### config.mk
export PLATFORM = sky130hd
export DESIGN_NAME = btn_cond
export DESIGN_NICKNAME = d
export VERILOG_FILES = /design/src/rtl/btn_cond.sv
export SDC_FILE = /design/constraint.sdc
export NUM_CORES = 1
export LEC_CHECK = 0
export CAP_MARGIN = 15
export CORE_MARGIN = 2
export CORE_UTILIZATION = 59
export DETAILED_ROUTE_END_ITERATION = 16
export HOLD_SLACK_MARGIN = 0.03
export PLACE_DENSITY = 0.78
export SLEW_MARGIN = 10
export SYNTH_ARGS = -nofsm -noshare
export SYNTH_HDL_FRONTEND = slang
export SYNTH_SLANG_ARGS = --single-unit
### constraint.sdc
create_clock -name clk -period 2.13 [get_ports clk]
set_input_delay 0.213 -clock clk [delete_from_list [all_inputs] [get_ports clk]]
set_output_delay 0.213 -clock clk [all_outputs]
set_load 0.02 [all_outputs]
### src/rtl/btn_cond.sv
// Input conditioning: two-flop synchronisers for buttons and switches, plus a
// per-button debounce FSM producing a clean level and a one-cycle press pulse.
module btn_cond #(
    parameter int unsigned DEBOUNCE_CYCLES = 1000000,
    parameter int unsigned CNT_W           = 20
) (
    input  logic        clk,
    input  logic        rst,
    input  logic [4:0]  btn_raw,
    input  logic [15:0] sw_raw,
    output logic [4:0]  btn_level,
    output logic [4:0]  btn_pulse,
    output logic [15:0] sw_sync
);

    localparam int unsigned N_BTN = 5;
    localparam int unsigned N_SW  = 16;
    localparam logic [CNT_W-1:0] C_LAST = CNT_W'(DEBOUNCE_CYCLES - 1);

    typedef enum logic [1:0] {
        IDLE       = 2'd0,
        PRESS_WAIT = 2'd1,
        PRESSED    = 2'd2,
        REL_WAIT   = 2'd3
    } state_t;

    logic [N_BTN-1:0] r_btn_ff1;
    logic [N_BTN-1:0] r_btn_ff2;
    logic [N_SW-1:0]  r_sw_ff1;
    logic [N_SW-1:0]  r_sw_ff2;

    always_ff @(posedge clk) begin
        if (rst) begin
            r_btn_ff1 <= '0;
            r_btn_ff2 <= '0;
            r_sw_ff1  <= '0;
            r_sw_ff2  <= '0;
        end else begin
            r_btn_ff1 <= btn_raw;
            r_btn_ff2 <= r_btn_ff1;
            r_sw_ff1  <= sw_raw;
            r_sw_ff2  <= r_sw_ff1;
        end
    end

    assign sw_sync = r_sw_ff2;

    for (genvar g = 0; g < N_BTN; g++) begin : g_btn
        state_t           r_state;
        state_t           w_state_nxt;
        logic [CNT_W-1:0] r_cnt;
        logic [CNT_W-1:0] w_cnt_nxt;
        logic             r_level;
        logic             r_pulse;
        logic             w_level_nxt;
        logic             w_pulse_nxt;
        logic             w_s;

        assign w_s = r_btn_ff2[g];

        always_ff @(posedge clk) begin
            if (rst) begin
                r_state <= IDLE;
                r_cnt   <= '0;
                r_level <= 1'b0;
                r_pulse <= 1'b0;
            end else begin
                r_state <= w_state_nxt;
                r_cnt   <= w_cnt_nxt;
                r_level <= w_level_nxt;
                r_pulse <= w_pulse_nxt;
            end
        end

        // Counter is cleared on every state change, so it never passes C_LAST.
        always_comb begin
            w_state_nxt = r_state;
            w_cnt_nxt   = r_cnt;
            w_level_nxt = r_level;
            w_pulse_nxt = 1'b0;
            case (r_state)
                IDLE: begin
                    if (w_s) begin
                        w_state_nxt = PRESS_WAIT;
                        w_cnt_nxt   = '0;
                    end
                end
                PRESS_WAIT: begin
                    if (!w_s) begin
                        w_state_nxt = IDLE;
                        w_cnt_nxt   = '0;
                    end else if (r_cnt == C_LAST) begin
                        w_state_nxt = PRESSED;
                        w_cnt_nxt   = '0;
                        w_level_nxt = 1'b1;
                        w_pulse_nxt = 1'b1;
                    end else begin
                        w_cnt_nxt = r_cnt + CNT_W'(1);
                    end
                end
                PRESSED: begin
                    if (!w_s) begin
                        w_state_nxt = REL_WAIT;
                        w_cnt_nxt   = '0;
                    end
                end
                REL_WAIT: begin
                    if (w_s) begin
                        w_state_nxt = PRESSED;
                        w_cnt_nxt   = '0;
                    end else if (r_cnt == C_LAST) begin
                        w_state_nxt = IDLE;
                        w_cnt_nxt   = '0;
                        w_level_nxt = 1'b0;
                    end else begin
                        w_cnt_nxt = r_cnt + CNT_W'(1);
                    end
                end
                default: begin
                    w_state_nxt = IDLE;
                    w_cnt_nxt   = '0;
                    w_level_nxt = 1'b0;
                end
            endcase
        end

        assign btn_level[g] = r_level;
        assign btn_pulse[g] = r_pulse;
    end

endmodule
**Yosys cells after proc, flatten, opt, wreduce, memory -nomap -nowiden**

Index checks and enable logic that the tools add are counted.

- $add $sub $neg: 5
- Eq/ne operators: 60
- Multiplexer cells: 95
- Bitwise logic cells: 10
- Reduce and logical (&&, ||, !) cells: 30

Operators with widths:

| kind | count |
|---|---|
| 20-bit 2-to-1 mux | 25 |
| 20-bit case mux with 4 select lines | 5 |
| 20-bit by 1-bit adder with 20-bit output, second input constant | 5 |
| 20-bit equality test, second input constant | 5 |
| 2-bit 2-to-1 mux | 30 |
| 2-bit != test, second input constant | 30 |
| 2-bit case mux with 4 select lines | 5 |
| 3-bit != test, second input constant | 10 |
| 1-bit 2-to-1 mux | 25 |
| 5-bit AND reduction | 5 |
| 2-bit equality test, second input constant | 10 |
| 4-bit AND reduction | 5 |
| 3-bit OR reduction | 5 |
| 2-bit by 1-bit equality test with 1-bit output, second input constant | 5 |
| 2-bit logical NOT | 5 |
| 1-bit inverter | 10 |
| 1-bit case mux with 2 select lines | 5 |
| 2-bit AND reduction | 5 |
| 2-bit nonzero test | 5 |

- Flip-flop bits (word level): 162
- Logic and storage cells: 224

**Longest topological paths before layout**

Gate-level depths: netlist (run 1).

- Depth in word-level cells: 4
- Mapped depth: 8
- Gate-level depth less buffers: 6

**Worst setup path before layout (run 1)**

OpenSTA, ideal clock, no wires.

- Kind: reg2reg
- Start point: register g_btn[1].r_cnt[0]
- End point: register g_btn[1].r_cnt[16]
- Data arrival time: 1810 ps
- Data required time: 2056 ps
- Path slack: 246 ps
- Stages on the path, launching flop included: 9
- Clock period less this slack: 1884 ps
- Path through: dfxtp_1 ha_1 and4_1 buf_2 and2_4 a211oi_4 buf_6 o21ai_0 a31oi_1

- Cells in the longest elaborated chain, start to end: 4
- Elaborated cells between the ends (all ways): 6

RTL lines:

| element | RTL line | text |
|---|---|---|
| start, declared | 51 | `logic [CNT_W-1:0] r_cnt;` |
| start signal, assigned | 69 | `r_cnt <= w_cnt_nxt;` |
| 20-bit by 1-bit adder with 20-bit output / 20-bit equality test (equally long branches) | n/a |  |
| 20-bit 2-to-1 mux (*) | 92, 111 |  |
| 20-bit 2-to-1 mux (on tied branches) | 108, 89 |  |
| 20-bit case mux with 4 select lines (*) | 81 | `case (r_state)` |

Every way passes the cells marked *; elsewhere a longest branch is shown, timed or not.
A chain may end at the register's enable or synchronous reset.

**Final worst setup path (run 1)**

- Start point: register g_btn[3].r_cnt[9]
- End point: register g_btn[3].r_cnt[18]

- Cells in the longest elaborated chain, start to end: 4
- Elaborated cells between the ends (all ways): 6

RTL lines:

| element | RTL line |
|---|---|
| start, declared | 51 |
| start signal, assigned | 69 |
| 20-bit by 1-bit adder with 20-bit output / 20-bit equality test (equally long branches) | n/a |
| 20-bit 2-to-1 mux (*) | 92, 111 |
| 20-bit 2-to-1 mux (on tied branches) | 108, 89 |
| 20-bit case mux with 4 select lines (*) | 81 |

Marked as above.

==> results.json, run 1 <==
{
  "die-area_um2": 13200,
  "wirelength_um": 15100,
  "std_cell_rows": 40,
  "utilization_pct": 71.4,
  "cts_root_buf": "clkbuf_16",
  "finalHoldViolCount": 0,
  "startpoint_type": "flop",
  "vdd_drop_max_mv": 0.662,
  "reg2reg_from": "g_btn[3].r_cnt[9]",
  "viasPerCell": 6.02,
  "antenna_found_initial": 0,
  "setup_viol": 0,
  "first_pass_iters": 5,
  "die_h_um": 115,
  "ys_seq_area_share_pct": 44.9,
  "yosys.area.top_type": "dfxtp_1",
  "yosysTopAreaCellShare_pct": 44.9,
  "reg2reg_depth": 6,
  "total_power_uw": 6250,
  "fp.dieW_um": 115,
  "status": "completed",
  "crit_path_start": "g_btn[3].r_cnt[9]",
  "syn_inst": 805,
  "drc": 0,
  "antenna_left": 0,
  "fin_ws_ns": 0.0478,
  "grt_pass1_vias": 5648,
  "synth_edf_count": 0,
  "clkSinkCount": 162,
  "grt.overflow.total": 0,
  "clk_latency_ns": 0.43,
  "period_share_pct": 97.8,
  "initial_utilization_pct": 60.4,
  "grt_usage_pct": 23.8,
  "end_kind": "flop",
  "gp_congestion": 0.938,
  "synth_flop_cell": "dfxtp_1",
  "cts_buffers": 17,
  "fmax_mhz": 480,
  "critPathRequiredTime_ns": 2.44,
  "grt_pass1_wl_um": 25500,
  "crit_path_max_fanout": 11,
  "hpwlAfterDp_um": 10200,
  "rr_endpoint": "g_btn[3].r_cnt[18]",
  "power_density_nw_per_um2": 732,
  "rrSetupSlack_ns": 0.05,
  "avgSynthCellArea_um2": 8.98,
  "maxCapViolCount": 0,
  "path_class": "flop to flop",
  "postCtsHoldBufs": 0,
  "worstPathArrival_ns": 2.40,
  "cts_tree": "done",
  "place_ws_ns": -0.0172,
  "synth_area_leaders": "dfxtp_1 (45%), a31oi_1 (5.2%), nand2_1 (4.1%)",
  "fin_crit_ns": 2.08,
  "htree_num_levels": 4,
  "async_flop_share_pct": 0,
  "numPortBuffers": 48,
  "grt_setup_unrepaired": "yes",
  "synth_cell_type_count": 66,
  "clkTransAtPathRegs_ns": 0.06,
  "finalSetupTns_ns": 0,
  "cts_buffer_depth": 2,
  "core_um2": 12000,
  "yosys_register_bits": 162,
  "hold_path_depth": 4,
  "grt_max_degree": 34,
  "hp-class": "input port to flop",
  "drt-wirelength-per-cell_um": 14.6,
  "drive_above_1_share_pct": 11.0,
  "clock_skew_ns": 0.0144,
  "syn_nets": 833,
  "yosys_warnings": 0,
  "crit_path_end": "g_btn[3].r_cnt[18]",
  "finalNetCount": 903,
  "netlist_area_um2": 7230,
  "maxSlewHeadroom_pct": 50.6,
  "fin_hold_ws_ns": 0.273,
  "cp_slowest_stage_delay_ns": 0.50,
  "slowest_stage": "or4b_4",
  "ios": 49,
  "drtIter0Drc": 495,
  "tightestPinTransition_ns": 0.739,
  "drv_slew": 0,
  "vias": 6227,
  "power_leakage_uw": 0.00309,
  "final_common_cell": "dfxtp_1",
  "cp_cell_sequence": "or4b_4 > nor4_4 > buf_4 > a211oi_2 > a32oi_1 > nand2_1",
  "synthToLayoutAreaGrowth_pct": 18.1,
  "layout_common_cells": "dfxtp_1 (162), nand2_1 (79), a31oi_1 (60), a21oi_1 (55), clkdlybuf4s50_1 (47)",
  "diodes": 0
}
==> synth_stat cells, drive strengths merged, types with 2 or more instances <==
master  number
dfxtp      162
nand2       80
a31oi       60
a21oi       57
nand3       48
nor2        45
nor2b       45
o21ai       28
buf         26
a22o        25
nor3        21
and3        19
nand4       19
and4        14
inv         14
xnor2       14
nand2b      13
clkbuf      12
mux2i       11
nor4         9
xor2         9
and2         8
a21o         7
a41oi        7
a211oi       5
a22oi        5
ha           5
o211ai       5
or3          4
or4b         4
nor4b        3
nor4bb       3
a311o        2
a32oi        2
nand3b       2
o211a        2
or4          2
==> cell type report <==
| type | instances | area [µm²] |
|---|---|---|
| inverter | 15 | 56.3 |
| sequential | 162 | 3240 |
| multi-input combinational | 591 | 3710 |
| fill | 882 | 3420 |
| clock inverter | 11 | 105 |
| tap | 147 | 184 |
| clock buffer | 21 | 450 |
| timing repair buffer | 88 | 786 |
==> where the power goes <==
part / internal (µW) / switching [µW]
logic: 125 / 156
registers: 3080 / 23.5
clock network: 1640 / 1220
==> worst min path at each step <==
stage            startpoint            endpoint  slack [ns]
2_1_floorplan    btn_raw[0]        r_btn_ff1[0]        0.34
3_3_place_gp    r_sw_ff1[2]          sw_sync[2]        0.42
3_5_place_dp   r_sw_ff1[15]         sw_sync[15]        0.42
4_1_cts                 rst  g_btn[3].r_cnt[19]        0.25
5_1_grt                 rst  g_btn[3].r_cnt[17]        0.28
6_report                rst  g_btn[3].r_cnt[19]        0.27
==> critical path: cells and delay by family, from the launching register on <==
family,cells,cell delay (ns)
AOI/OAI and AO/OA,2,0.41
buffers and inverters,1,0.19
DFF,1,0.41
and+or+nand+nor,3,0.95
==> sequential cells by signal, summed over array words and instances (netlist names), named ones only <==
register,flops
g_btn.r_cnt,100
g_btn.r_level,5
g_btn.r_pulse,5
g_btn.r_state,5
r_btn_ff1,5
r_btn_ff2,5
r_sw_ff1,16
sw_sync,16
==> per-layer routing <==
layer | global-route usage (%) | part of all wire (%) | routed length [µm] | vias to the layer above
met5 | 0 | 0 | 0 | -
met4 | 9.16 | 2.1 | 323 | 0
met3 | 7.31 | 5.6 | 844 | 33
met2 | 38.1 | 47 | 7050 | 158
met1 | 30.3 | 46 | 6910 | 2930
li1 | - | - | - | 3106
==> what timing repair did <==
action,in CTS,in global routing
endpoints found under the setup margin,1,20
gates resized for setup,0,4
pin swaps,1,5
cloned,1,0
setup buffers,0,5
==> cells by family (layout without fill, tap and decap cells) <==
logic type               Yosys count  in the layout  synth area share (%)
AND/OR/NAND/NOR                  344            344                  26.5
AO/OA/AOI/OAI                    207            208                  19.1
flip-flops                       162            162                  44.9
buffers and inverters             53            135                  4.24
XOR/XNOR                          23             23                  2.89
multiplexers                      11             11                  1.52
adder cells (fa/ha/maj)            5              5                 0.865
==> through the flow <==
stage | cell area [µm²] | std cells
after global placement | 7910 | 996
after global routing | 8540 | 1035
final | 8540 | 1035
after detailed placement | 7910 | 996
after CTS | 8470 | 1029
after floorplan | 7230 | 805
Power figures use the tool's default switching activity.
==> run 2: changes to the inputs <==
TNS_END_PERCENT = 1   (was default)
==> run 2 against run 1 <==
  * First-iteration DRC count up 1.6%
  * Via count down 0.48%
  * Clock-buffer cell count unchanged
  * Largest power group unchanged
  * Highest routed layer unchanged
==> results.json, run 2 (synthesis gave the netlist of run 1 again) <==
{
  "crit_path_max_fanout": 15,
  "clkSinkCount": 162,
  "hpwlAfterDp_um": 10200,
  "power_leakage_uw": 0.00307,
  "tightestPinTransition_ns": 0.728,
  "cts_buffers": 17,
  "gp_congestion": 0.938,
  "largest-register": "g_btn.r_cnt",
  "drtIter0Drc": 503,
  "fmax_mhz": 482,
  "vdd_drop_max_mv": 0.664,
  "cts_tree": "done",
  "fin_hold_ws_ns": 0.276,
  "clkTransAtPathRegs_ns": 0.06,
  "cts_buffer_depth": 2,
  "cp_slowest_stage_delay_ns": 0.42,
  "total_power_uw": 6240,
  "core_um2": 12000,
  "drv_slew": 0,
  "drive_above_1_share_pct": 10.5,
  "initial_utilization_pct": 60.4,
  "finalNetCount": 899,
  "postCtsHoldBufs": 0,
  "final.fill_count": 884,
  "die_h_um": 115,
  "maxCapViolCount": 0,
  "reg2reg_depth": 7,
  "rr_endpoint": "g_btn[2].r_cnt[7]",
  "clk_latency_ns": 0.43,
  "drt-wirelength-per-cell_um": 14.5,
  "cp.depth": 7,
  "status": "completed",
  "ios": 49,
  "place_ws_ns": -0.0172,
  "fin_crit_ns": 2.08,
  "crit_family": "simple AND/OR/NAND/NOR gates",
  "grt.overflow.total": 0,
  "synthToLayoutAreaGrowth_pct": 17.7,
  "pwr-share-clk_pct": 45.9,
  "clock_skew_ns": 0.0124,
  "htree_num_levels": 4,
  "antenna_found_initial": 0,
  "setup_viol": 0,
  "wirelength_um": 15000,
  "antenna_left": 0,
  "grt_setup_unrepaired": "yes",
  "worstPathArrival_ns": 2.39,
  "crit_path_start": "g_btn[2].r_cnt[1]",
  "multi_input_area_um2": 3710,
  "std_cell_rows": 40,
  "end_kind": "flop",
  "switching_power_uw": 1400,
  "intPower_uw": 4850,
  "period_share_pct": 97.5,
  "grt_pass1_wl_um": 25500,
  "power_frac_seq_pct": 49.7,
  "vias": 6197,
  "utilization_pct": 71.1,
  "maxSlewHeadroom_pct": 51.4,
  "hp-class": "input port to flop",
  "finalSetupTns_ns": 0,
  "fin_ws_ns": 0.0537,
  "viasPerCell": 6.01,
  "swShare_pct": 22.4,
  "critPathRequiredTime_ns": 2.44,
  "finalHoldViolCount": 0,
  "reg2reg_from": "g_btn[2].r_cnt[1]",
  "cp_cell_sequence": "ha_1 > nand3_1 > nor4_4 > a211oi_4 > buf_4 > a21o_1 > a22o_1",
  "rrSetupSlack_ns": 0.05,
  "power_density_nw_per_um2": 734,
  "fp.dieW_um": 115,
  "first_pass_iters": 6,
  "diodes": 0,
  "power.share.combinational_pct": 4.5,
  "path_class": "flop to flop",
  "die-area_um2": 13200,
  "grt_max_degree": 34,
  "cts_root_buf": "clkbuf_16",
  "numPortBuffers": 48,
  "critPathBufInv": 1,
  "grt_usage_pct": 23.8,
  "final_common_cell": "dfxtp_1",
  "layout_common_cells": "dfxtp_1 (162), nand2_1 (79), a31oi_1 (60), a21oi_1 (55), clkdlybuf4s50_1 (47)",
  "seqCellArea_um2": 3240,
  "grt_pass1_vias": 5648,
  "slowest_stage": "nor4_4",
  "startpoint_type": "flop",
  "drc": 0,
  "largest_reg_flops": 100,
  "crit_path_end": "g_btn[2].r_cnt[7]"
}
run 2: worst min path at each step:
| stage | startpoint | endpoint | slack, ns | cells past startpoint |
|---|---|---|---|---|
| after floorplan | btn_raw[0] | r_btn_ff1[0] | 0.34 | 1 |
| after global placement | r_sw_ff1[2] | sw_sync[2] | 0.42 | 1 |
| after detailed placement | r_sw_ff1[15] | sw_sync[15] | 0.42 | 1 |
| after CTS | rst | g_btn[3].r_cnt[19] | 0.25 | 4 |
| after global routing | rst | g_btn[3].r_cnt[17] | 0.30 | 4 |
| final | rst | g_btn[3].r_cnt[19] | 0.28 | 4 |
run 2: area by class of cell:
class	instances	area share, %
multi-input combinational	591	43.6
timing repair buffer	84	8.93
clock buffer	21	5.29
clock inverter	11	1.24
sequential	162	38.1
inverter	15	0.662
tap	147	2.16
run 2: per-layer routing:
| metal | vias to the layer above | part of all wire (%) | global-route usage (%) | wire [µm] |
|---|---|---|---|---|
| met4 | 0 | 1.7 | 9.16 | 260 |
| met2 | 157 | 47 | 38.1 | 7070 |
| li1 | 3100 | - | - | - |
| met5 | - | 0 | 0 | 0 |
| met3 | 29 | 5.9 | 7.31 | 884 |
| met1 | 2911 | 45 | 30.3 | 6750 |
run 2: stage by stage:
step / cells / cell area (µm²)
detailed placement: 996 / 7910
global placement: 996 / 7910
CTS: 1029 / 8470
floorplan: 805 / 7230
finish: 1031 / 8510
global route: 1031 / 8510
run 2: tightest hold or removal path, delay by kind of cell:
family | cells | cell delay, ns
buffers and inverters | 1 | 0.17
AO/OA/AOI/OAI | 3 | 0.28
run 2: power groups by stage:
stage / Sequential [µW] / Combinational [µW] / Clock (µW)
after floorplan: 3180 / 146 / 0
after global placement: 3170 / 271 / 0
after detailed placement: 3170 / 277 / 0
after CTS: 3100 / 280 / 2920
after global routing: 3100 / 306 / 3040
final: 3100 / 280 / 2860
run 2: timing repair:
item                                   4_1_cts  5_1_grt
setup endpoints to repair                    1       20
resized for setup                            0        4
endpoints found under the hold margin        0        0
setup buffers                                0        1
pin swaps                                    1        3
cloned                                       1        0
==> patch 1 (config.mk and constraints of run 1) <==
Register the inputs `btn_raw` and `sw_raw` before use, with the module's reset. The logic sees them one clock later.
--- a/src/rtl/btn_cond.sv
+++ b/src/rtl/btn_cond.sv
@@ -24,6 +24,19 @@
         REL_WAIT   = 2'd3
     } state_t;
 
+    logic [4:0] btn_raw_q;
+    logic [15:0] sw_raw_q;
+
+    always_ff @(posedge clk) begin
+        if (rst) begin
+            btn_raw_q <= '0;
+            sw_raw_q  <= '0;
+        end else begin
+            btn_raw_q <= btn_raw;
+            sw_raw_q  <= sw_raw;
+        end
+    end
+
     logic [N_BTN-1:0] r_btn_ff1;
     logic [N_BTN-1:0] r_btn_ff2;
     logic [N_SW-1:0]  r_sw_ff1;
@@ -36,9 +49,9 @@
             r_sw_ff1  <= '0;
             r_sw_ff2  <= '0;
         end else begin
-            r_btn_ff1 <= btn_raw;
+            r_btn_ff1 <= btn_raw_q;
             r_btn_ff2 <= r_btn_ff1;
-            r_sw_ff1  <= sw_raw;
+            r_sw_ff1  <= sw_raw_q;
             r_sw_ff2  <= r_sw_ff1;
         end
     end
Behaviour: not the same (a bounded check fails within 4 cycles, from zero or initial values and one cycle with rst high).
==> patch 1 against run 1 <==
- routed wire length is 9.2% higher
- synthesized area is 8.2% higher
- sequential cell count rose by 21
- worst setup slack better by 34 ps
- worst hold slack lost 95 ps
- design area rose by 8.8%
- total power up 11%
- maximum frequency grew 1.7%
==> patch 1: results (changes against run 1) <==
Place
  • Dpl cells: 1084 (was 996)
  • Placed cell area: 0.00858 mm² (was 0.00791 mm²)
  • Routability cong.: 0.850 (was 0.938)
  • Setup WS pre-CTS: -49.2 ps (was -17.2 ps)

Global routing
  • Global Route Usage Sum: 23.4% (was 23.8%)
  • Number of global-route vias before repair: 6105 (was 5648)

Final layout
  • Seq_cells: 183 (was 162)
  • Signal buffers share of area: 8.54% (was 9.20%)
  • Final-stage net count: 958 (was 903)
  • ClkCell Share: 6.67% (was 6.51%)
  • Fillers: 993 (was 882)
  • Logic inverters: 17 (was 15)

Yosys
  • Mapped Cells: 861 (was 805)
  • Post-synth cell types: 63 (was 66)
  • Commonest cells post-synth: 183 x dfxtp_1, 69 x nand2_1, 66 x nor2b_1 (was 162 x dfxtp_1, 79 x nand2_1, 60 x a31oi_1)
  • Synth area leaders: dfxtp_1 47%, nor2b_1 5.3%, a21oi_1 3.9% (was dfxtp_1 45%, a31oi_1 5.2%, nand2_1 4.1%)
  • Post-synthesis sequential area ratio: 46.8% (was 44.9%)

Routing
  • WL/cell: 14.8 µm (was 14.6 µm)
  • Vias: 6626 (was 6227)
  • Total wire length: 16500 µm (was 15100 µm)
  • First-pass DRT Iterations: 6 (was 5)

Hold path
  • Worst hold stages: 2 (was 4)
  • Endpoint, Worst Hold: g_btn[3].r_cnt[0]$_SDFFE_PP0P_ (was g_btn[3].r_cnt[19]$_SDFFE_PP0P_)

Pwr
  • VDD IR-drop max: 722 µV (was 662 µV)

STA
  • Fin Clk Skew: 9.62 ps (was 14.4 ps)
  • Tightest Pin Transition: 840 ps (was 739 ps)

Floorplanning
  • Core Region: 0.0131 mm² (was 0.0120 mm²)

Critical path
  • Critical path peak fanout: 10 (was 11)
  • R2R Setup Slk: 80 ps (was 50 ps)
  • Worst Setup SP: g_btn[0].r_cnt[8]$_SDFFE_PP0P_ (was g_btn[3].r_cnt[9]$_SDFFE_PP0P_)
  • FF-to-FF path depth: 5 (was 6)
  • Largest stage delay on the critical path: 530 ps (was 500 ps)

Outcome
  • Outcome: finished, final reports clean (unchanged)
-- patch 1: kinds of logic (layout without fill, tap and decap cells) --
logic type      count (synthesis)  after routing  share of synthesized area, %
buf+inv                        59            139                          3.92
fa+ha+maj                       5              5                         0.800
flops                         183            183                          46.8
compound gates                189            191                          15.4
xor+xnor                       17             17                          1.90
mux                            27             27                          3.46
simple gates                  381            381                          27.6
-- patch 1: where the power goes --
group	switching, W	leakage (nW)	internal (W)
Combinational	0.000146	1.51	0.000122
Clock	0.00154	0.293	0.00161
Sequential	0.0000213	1.49	0.00347
Total	0.00171	3.29	0.00521
-- patch 1: routing by layer --
layer	part of all wire (%)	vias up	wire (µm)
met4	1.2	0	191
met5	0	-	0
met3	5.5	18	901
met2	50	192	8280
met1	43	3152	7150
li1	-	3264	-
-- patch 1: repair_timing --
action	CTS	global route
endpoints found under the hold margin	0	0
cloned	0	2
gates resized for setup	1	11
pin swaps	1	4
buffers inserted	0	1
endpoints found under the setup margin	1	49
==> patch 2 (flow settings as in run 1) <==
Made on the original files. Set the parameter `CNT_W` to 10 (it was 20).
--- a/src/rtl/btn_cond.sv
+++ b/src/rtl/btn_cond.sv
@@ -2,7 +2,7 @@
 // per-button debounce FSM producing a clean level and a one-cycle press pulse.
 module btn_cond #(
     parameter int unsigned DEBOUNCE_CYCLES = 1000000,
-    parameter int unsigned CNT_W           = 20
+    parameter int unsigned CNT_W           = 10
 ) (
     input  logic        clk,
     input  logic        rst,
Function: no difference found for any inputs over 10 cycles, from zero or initial values and one cycle with rst high; that may be too few to reach the edited logic, so the function may still have changed.
==> patch 2 against run 1 <==
- total power is 40% lower
- worst setup slack better by 240 ps
- routed wire length is 39% lower
- sequential cell count is 50 lower
- design area is 35% lower
- sequential share of layout area is 2.1 points higher
- clock power is 54% lower
- largest cell class unchanged
- critical path type unchanged
- die area is 31% lower
- synthesized area is 32% lower
==> patch 2: results (changes against run 1) <==
CTS
  • Clock buffer count from CTS: 9 (was 17)
  • Skew-Pair Late Insertion Delay: 370 ps (was 430 ps)

Final layout
  • Register area: 0.00224 mm² (was 0.00324 mm²)
  • Share of cells above drive strength 1: 8.39% (was 11.0%)
  • Multi-input logic cell count: 365 (was 591)
  • Fraction of area in multi-input gates: 43.4% (was 43.5%)
  • Fillers: 642 (was 882)
  • ClkCell Share: 3.83% (was 6.51%)
  • Max reg flops: 50 (was 100)
  • Final-stage net count: 583 (was 903)

Global routing
  • First-pass GRT wire length: 15300 µm (was 25500 µm)
  • Number of global-route vias before repair: 3558 (was 5648)
  • Global Route Usage Sum: 20.9% (was 23.8%)
  • Largest net degree at the start of global routing: 31 (was 34)

STA
  • Fin Clk Skew: 13.1 ps (was 14.4 ps)
  • Tightest Pin Transition: 518 ps (was 739 ps)

Critical path
  • RR Startpoint: g_btn[3].r_cnt[0]$_SDFFE_PP0P_ (was g_btn[3].r_cnt[9]$_SDFFE_PP0P_)
  • CP max-delay cell: o311ai_0 (was or4b_4)
  • Largest stage delay on the critical path: 420 ps (was 500 ps)
  • Critical path peak fanout: 8 (was 11)
  • Worst Setup SP: g_btn[3].r_cnt[0]$_SDFFE_PP0P_ (was g_btn[3].r_cnt[9]$_SDFFE_PP0P_)

Pwr
  • Clock-net power: 0.00131 W (was 0.00286 W)
  • Logic pwr share: 7.3% (was 4.5%)
  • Int Pwr: 0.00285 W (was 0.00485 W)
  • VDD IR-drop max: 489 µV (was 662 µV)

Yosys
  • Post-synthesis sequential area ratio: 45.8% (was 44.9%)
  • Commonest cells post-synth: 112 x dfxtp_1, 46 x nor2b_1, 32 x nand2_1 (was 162 x dfxtp_1, 79 x nand2_1, 60 x a31oi_1)
  • FF+latch count, synth: 112 (was 162)
  • Compound-gate portion of the synthesized area: 15.6% (was 19.1%)
  • Synth area leaders: dfxtp_1 46%, nor2b_1 5.9%, nand2_1 2.5% (was dfxtp_1 45%, a31oi_1 5.2%, nand2_1 4.1%)
  • Synth Area in Adders: 1.28% (was 0.865%)
  • Mux share of post-synthesis cell area: 0.817% (was 1.52%)
  • Post-synth cell types: 68 (was 66)
  • Post-synth net total: 551 (was 833)

Place
  • Post-DP HPWL: 6610 µm (was 10200 µm)
  • Placed cell area: 0.00537 mm² (was 0.00791 mm²)

Outcome
  • Outcome: finished, final reports clean (unchanged)

Routing
  • Total wire length: 9180 µm (was 15100 µm)
  • First-pass DRT Iterations: 4 (was 5)
  • Vias: 3910 (was 6227)
## patch 2: cell types whose count changed after synthesis, moves of 35 or more
cell	run 1	this run
a21oi_1	55	20
nand2_1	79	32
dfxtp_1	162	112
a31oi_1	60	4
## patch 2: path summary, 6_finish.rpt
kind | end | slack (ps) | cells past startpoint
worst max-delay path | g_btn[3].r_level$_SDFFE_PP0P_ | 290 | 5
worst min-delay path | flop | 200 | 2
worst max register to register | g_btn[3].r_level$_SDFFE_PP0P_ | 290 | 5
worst min register to register | r_btn_ff2[0]$_SDFF_PP0_ | 440 | 1
## patch 2: metal layers
layer | vias to the layer above | GRT usage, % | routed length [µm]
met5 | - | 0 | 0
li1 | 1967 | - | -
met1 | 1858 | 24.9 | 4090
met2 | 79 | 37.3 | 4660
met3 | 6 | 5.61 | 372
met4 | 0 | 4.95 | 61
## patch 2: metrics by stage
step	setup WS [ps]	cells	hold slack, ps
finish	291	665	203
global route	125	665	207
global placement	412	649	417
detailed placement	328	649	420
CTS	319	665	198
floorplan	463	523	341
